File: src/rtl/bus_arbiter_2dev.sv
// bus_arbiter_2dev: round-robin two-device bus arbiter with hold limit and cross-capture of bus words
module bus_arbiter_2dev #(
    parameter int N        = 8,
    parameter int MAX_HOLD = 4
) (
    input  logic         clk,
    input  logic         rst,
    input  logic         req_1,
    input  logic         req_2,
    input  logic         last_1,
    input  logic         last_2,
    input  logic [N-1:0] bus,
    output logic         select,
    output logic         grant_1,
    output logic         grant_2,
    output logic         bus_valid,
    output logic [N-1:0] rx_data_1,
    output logic         rx_valid_1,
    output logic [N-1:0] rx_data_2,
    output logic         rx_valid_2
);
    localparam int HW = (MAX_HOLD > 1) ? $clog2(MAX_HOLD) : 1;
    localparam logic [HW-1:0] HMAX = HW'(MAX_HOLD - 1);

    typedef enum logic [1:0] {IDLE, GNT1, GNT2} state_t;

    state_t        state, nxt;
    logic [HW-1:0] hold_cnt;
    logic          ptr;
    logic          exit_1, exit_2, exit_cur;

    always_comb begin
        exit_1   = last_1 | ~req_1 | (hold_cnt == HMAX && req_2);
        exit_2   = last_2 | ~req_2 | (hold_cnt == HMAX && req_1);
        exit_cur = (state == GNT1) ? exit_1 : (state == GNT2) ? exit_2 : 1'b0;
        nxt      = IDLE;
        case (state)
            IDLE: nxt = (req_1 && (!req_2 || !ptr)) ? GNT1 : req_2 ? GNT2 : IDLE;
            GNT1: nxt = !exit_1 ? GNT1 : req_2 ? GNT2 : (req_1 && !last_1) ? GNT1 : IDLE;
            GNT2: nxt = !exit_2 ? GNT2 : req_1 ? GNT1 : (req_2 && !last_2) ? GNT2 : IDLE;
            default: nxt = IDLE;
        endcase
    end

    always_ff @(posedge clk) begin
        if (rst) begin
            state      <= IDLE;
            select     <= 1'b0;
            grant_1    <= 1'b0;
            grant_2    <= 1'b0;
            bus_valid  <= 1'b0;
            hold_cnt   <= '0;
            ptr        <= 1'b0;
            rx_data_1  <= '0;
            rx_data_2  <= '0;
            rx_valid_1 <= 1'b0;
            rx_valid_2 <= 1'b0;
        end else begin
            state     <= nxt;
            grant_1   <= nxt == GNT1;
            grant_2   <= nxt == GNT2;
            bus_valid <= nxt != IDLE;
            select    <= (nxt == GNT2) ? 1'b1 : (nxt == GNT1) ? 1'b0 : select;
            // any exit, even one that re-grants the same device, restarts the hold window
            hold_cnt  <= (exit_cur || nxt != state) ? '0 : (hold_cnt == HMAX) ? hold_cnt : hold_cnt + 1'b1;
            if (exit_cur)
                ptr <= state == GNT1;
            rx_valid_2 <= state == GNT1;
            rx_valid_1 <= state == GNT2;
            if (state == GNT1)
                rx_data_2 <= bus;
            if (state == GNT2)
                rx_data_1 <= bus;
        end
    end
endmodule

File: config.mk
export PLATFORM = sky130hd
export DESIGN_NAME = bus_arbiter_2dev
export DESIGN_NICKNAME = d
export VERILOG_FILES = /design/src/rtl/bus_arbiter_2dev.sv
export SDC_FILE = /design/constraint.sdc
export NUM_CORES = 1
export LEC_CHECK = 0
export CAP_MARGIN = 20
export CORE_MARGIN = 1
export CORE_UTILIZATION = 40
export DETAILED_ROUTE_END_ITERATION = 10
export GPL_TIMING_DRIVEN = 0
export HOLD_SLACK_MARGIN = 0.15
export PLACE_DENSITY = 0.81
export SYNTH_ARGS = -nofsm -noshare
export SYNTH_HDL_FRONTEND = slang
export SYNTH_SLANG_ARGS = --single-unit
File: constraint.sdc
create_clock -name clk -period 1.7 [get_ports clk]
set_input_delay 0.34 -clock clk [delete_from_list [all_inputs] [get_ports clk]]
set_output_delay 0.34 -clock clk [all_outputs]
set_load 0.1 [all_outputs]
**Word-level counts from Yosys, hierarchy flattened**

Cells that the tools add are included.

- Bits in registers: 27
- Input bits: 14
- Output and inout port bits: 22
- Logic and storage cells: 52

- $add $sub $neg: 1
- Equality and inequality tests: 6
- Multiplexer cells: 13
- Bitwise gates (word level): 6
- Reduce and logical (&&, ||, !) cells: 15

Operators with widths:

| kind | count |
|---|---|
| $mux 2 | 7 |
| $eq 2x2->1 const B | 3 |
| $pmux 2 s3 | 1 |
| $logic_and 1x1->1 | 5 |
| $mux 1 | 5 |
| $eq 2x1->1 const B | 2 |
| $logic_not 1->1 | 4 |
| $or 1x1->1 | 4 |
| $reduce_bool 2->1 | 2 |
| $add 2x1->2 const B | 1 |
| $logic_not 2->1 | 1 |
| $logic_or 1x1->1 | 2 |
| $ne 2x2->1 | 1 |
| $not 1->1 | 2 |
| $reduce_or 2->1 | 1 |

**Depth between registers and ports, before layout**

- Depth after elaboration: 9
- Mapped depth: 8
- Gate-level depth less buffers: 7

**Least setup slack after synthesis**

No wires, ideal clock.

- Path type: register to register
- Start point: reg hold_cnt[0]
- End point: reg select
- Setup time: 0.128 ns
- Arrival time: 1.577 ns
- Data required time: 1.572 ns
- Path slack: -0.005 ns
- Stages on the path, launching flop included: 8
- Path buffers: 1
- Clock period less this slack: 1.705 ns
- Cell sequence: dfxtp_1 ha_1 buf_2 o311ai_4 and3_1 ha_1 mux2i_1 nor2_1

- Cells in the longest elaborated chain, start to end: 7
- Elaborated cells between the ends (all ways): 12
- Those cells by class: 3 x eq/ne; 4 x mux; 2 x bitwise; 3 x reduce/logical

Ends and longest elaborated chain:

| what | line | RTL |
|---|---|---|
| start: declaration | 28 | `logic [HW-1:0] hold_cnt;` |
| start signal: assignment | 65 | `hold_cnt <= (exit_cur \|\| nxt != state) ? '0 : (hold_cnt == HMAX) ? hold_cnt : hold_cnt + 1'b1;` |
| $eq 2x2->1 * | 33, 34 |  |
| $logic_and 1x1->1 (on tied branches) | 34, 33 |  |
| $or 1x1->1 (on tied branches) | 34, 33 |  |
| $mux 2 (on tied branches) | 40, 39 |  |
| $pmux 2 s3 * | 37 | `case (state)` |
| $eq 2x2->1 or $eq 2x1->1 (tied branches) | 63 | `select <= (nxt == GNT2) ? 1'b1 : (nxt == GNT1) ? 1'b0 : select;` |
| $mux 1 or $reduce_bool 2->1 (tied branches) | - |  |
| end signal: assignment | 63 |  |
| end: declaration | 13 | `output logic select,` |

Every way passes the cells marked *; elsewhere a longest branch is shown, timed or not.
A chain may end at the register's enable or synchronous reset.

**Worst setup path after layout**

- Start point: in last_1
- End point: reg select

- Cells in the longest elaborated chain, start to end: 8
- Elaborated cells between the ends (all ways): 12
- Those cells by class: 2 x eq/ne; 5 x mux; 2 x bitwise; 3 x reduce/logical

Ends and longest elaborated chain:

| what | line | RTL |
|---|---|---|
| start: declaration | 10 | `input logic last_1,` |
| $logic_not 1->1 | 39 | `GNT1: nxt = !exit_1 ? GNT1 : req_2 ? GNT2 : (req_1 && !last_1) ? GNT1 : IDLE;` |
| $logic_and 1x1->1 | 39 |  |
| $mux 1 | 39 |  |
| $mux 2 | 39 |  |
| $mux 2 * | 39 |  |
| $pmux 2 s3 * | 37 |  |
| $eq 2x2->1 or $eq 2x1->1 (tied branches) | 63 |  |
| $mux 1 or $reduce_bool 2->1 (tied branches) | - |  |

Marked as above.

==> run_results.csv <==
group,metric,value,unit
status,status,"finished, final reports clean",
critical_path,worstPathArrival,1.85,ns
drt,num_vias,1081,
placed_design,port_buffers,34,
placed_design,hpwl,1870,um
worst_hold_path,hold_depth,2,
floorplanning,die_w,55.4,um
logic_synthesis,synthMuxAreaShare,0.0175,
critical_path,path_depth,7,
power_and_ir_drop,leakagePower,0.650,nW
clock_tree,h-tree-depth,1,
global_routing,grt_max_degree,16,
floorplanning,initial_utilization,0.417,
timing,hold_violations,0,
critical_path,cp_max_fo,3,
clock_tree,cts.clk_slew.worst_paths,0.14,ns
timing,post-route-min-period,1.64,ns
critical_path,endpoint_kind,"flip-flop",
logic_synthesis,yosys.cell_types.count,28,
placed_design,dp.cells,196,
clock_tree,cts_tree,"done",
worst_hold_path,hold_start,"rst",
critical_path,crit_slowest_cell,"clkdlybuf4s50_1",
global_routing,grt_pass1_wl,4480,um
final_layout,fillers,229,
drt,wire_per_inst,13.1,um
critical_path,crit_type,"in -> reg",
logic_synthesis,synth_seq_cells,27,
timing,drv_slew,0,
logic_synthesis,yosysSeqAreaShare,0.474,
timing,finalSetupViolations,0,
floorplanning,io_pins,36,
critical_path,critical-path-max-stage-delay,0.47,ns
job,maxCapViolations,0,
critical_path,r2r_slack,0.08,ns
power_and_ir_drop,cellPowerDensity,903,mW/mm^2
timing,fin_worst_skew,0.0105,ns
global_routing,antenna_found_initial,0,
logic_synthesis,synth_area_per_cell,8.71,um^2
clock_tree,clockBufferDepth,2,
critical_path,worstReg2RegStart,"hold_cnt[0]",
timing,period_share,0.963,
placed_design,gp_congestion,0.860,
clock_tree,cts_buffers,3,
timing,fmax,611,MHz
drt,drc,0,
floorplanning,fp.coreArea,0.00273,mm^2
final_layout,antenna_cells,0,
logic_synthesis,yosysWarningCount,0,
timing,rsz0062_at_grt,"no",
final_layout,stdcell_count,210,
final_layout,final_cell_mix,"nand2_1, dfxtp_1, clkdlybuf4s15_2, a21oi_1, buf_4",
power_and_ir_drop,power,1.58,mW
drt,ant_nets,0,
critical_path,crit_family,"simple AND/OR/NAND/NOR gates",
critical_path,path_cells,"clkdlybuf4s50_1 -> nor2b_2 -> nand3_2 -> and3_4 -> ha_4 -> mux2i_1 -> nor2_1",
placed_design,post-place-ws,-0.535,ns
critical_path,rr_worst_depth,6,
logic_synthesis,synth_fa_ha_area_frac,0.0439,
drt,drt-initial-drc-count,32,
final_layout,drive_gt1_frac,0.358,
floorplanning,rows,19,
logic_synthesis,synthXorXnorAreaFrac,0.00768,
final_layout,final_common_cell,"nand2_1",
timing,layout_setup_ws,0.0630,ns
final_layout,nets,198,
clock_tree,clock-sinks,27,
logic_synthesis,synth_nets,149,
final_layout,synthToLayoutAreaGrowth,53.6,%
final_layout,post-route-util,0.641,
critical_path,r2r-end,"select",
worst_hold_path,hold-path-endpoint,"grant_1",
drt,wl,2760,um
global_routing,grt_pass1_vias,1017,
global_routing,grt.total_usage,0.178,
critical_path,start_kind,"input port",
clock_tree,worst_skew_pair.late_latency,0.32,ns
power_and_ir_drop,vdd_drop_max,744,uV
logic_synthesis,synth_compound_area_frac,0.154,
worst_hold_path,min_path_type,"in -> reg",
logic_synthesis,synth_top_family_by_area,"simple AND/OR/NAND/NOR gates",
logic_synthesis,synth-simple-area-share,0.258,
floorplanning,dieArea,0.00307,mm^2
drt,dr.pass1.iters,4,
timing,relSlewSlack,0.615,
critical_path,cp.required,1.92,ns
timing,hold_ws,0.399,ns
drt,viasPerCell,5.15,
floorplanning,die_h,55.4,um
timing,worst_pin_slew,0.580,ns
global_routing,grt.overflow.total,0,
critical_path,path_buf_inv,1,
logic_synthesis,synth_area,0.00114,mm^2
logic_synthesis,syn_inst,131,
clock_tree,clock-root-buffer,"clkbuf_4",
==> synthesized netlist by cell type (all sizes together) <==
master   count  share of area
or2b         1         0.0066
inv          2         0.0066
o211ai       1         0.0066
mux2i        2          0.018
o311ai       1          0.023
ha           4          0.044
nor3         1         0.0044
nor3b        2          0.022
dfxtp       27           0.47
a21oi       18          0.079
nand3        5          0.022
nor2b        5          0.030
o221a        1         0.0099
xor2         1         0.0077
nand3b       3          0.020
nor2         5          0.016
buf          6          0.033
clkbuf       2         0.0066
nand2b       2          0.011
o2111ai      1         0.0077
and3         2          0.011
a31oi        4          0.027
nand2       35           0.12
==> where the power goes <==
group          total (mW)  internal [mW]  switching [mW]
Combinational       0.605          0.198           0.407
Sequential          0.709          0.679          0.0302
Clock               0.268         0.0882           0.180
==> state kept, by name (all words and copies together) (netlist names) <==
signal / count
ptr: 1
grant_1: 1
rx_data_1: 8
rx_data_2: 8
bus_valid: 1
hold_cnt: 2
select: 1
rx_valid_1: 1
grant_2: 1
state: 2
rx_valid_2: 1
==> cells by family after synthesis <==
family | count (synthesis)
compound gates | 26
xor+xnor | 1
fa+ha+maj | 4
buf+inv | 10
flops | 27
mux | 2
simple gates | 61
==> worst max-delay path by stage <==
stage	start	end	slack (ns)
floorplan	state[1]	select	0.04
global placement	req_2	select	-0.49
detailed placement	req_2	select	-0.53
CTS	state[1]	select	0.006
global route	state[1]	select	0.005
finish	last_1	select	0.06
==> per-layer routing <==
metal  vias to the layer above  share of wire  track usage
met2                        33           0.51        0.306
met4                         0         0.0076       0.0536
li1                        539              -            -
met5                         -              0            0
met1                       506           0.43        0.228
met3                         3          0.050       0.0304
==> worst register-to-register path, cell delays in order, from the launching register on <==
cell and delay [ns]:
dfxtp_4 0.38, ha_4 0.20, o311ai_4 0.30, and3_4 0.25, ha_4 0.19, mux2i_1 0.15
nor2_1 0.06
==> repair_timing <==
action	4_1_cts	5_1_grt
pin swaps	1	5
cloned	0	0
endpoints found under the setup margin	23	1
buffers inserted	3	8
resized for setup	77	15
hold buffers	0	0
==> stage by stage <==
step                TNS (ns)  instance area, um^2
finish                     0                 1750
global route               0                 1750
CTS                        0                 1640
detailed placement     -3.13                 1520
global placement       -2.84                 1520
floorplan                  0                 1140
==> area by class of cell <==
| cell class | instances | area [um^2] | area share |
|---|---|---|---|
| Timing Repair Buffer | 45 | 462 | 0.263 |
| Multi-Input combinational cell | 94 | 624 | 0.356 |
| Clock buffer | 3 | 22.5 | 0.0128 |
| Clock inverter | 1 | 5.00 | 0.00286 |
| Buffer | 7 | 40.0 | 0.0228 |
| Sequential cell | 27 | 553 | 0.315 |
| Inverter | 2 | 7.51 | 0.00428 |
| Tap cell | 31 | 38.8 | 0.0221 |
Power figures use the tool's default switching activity.
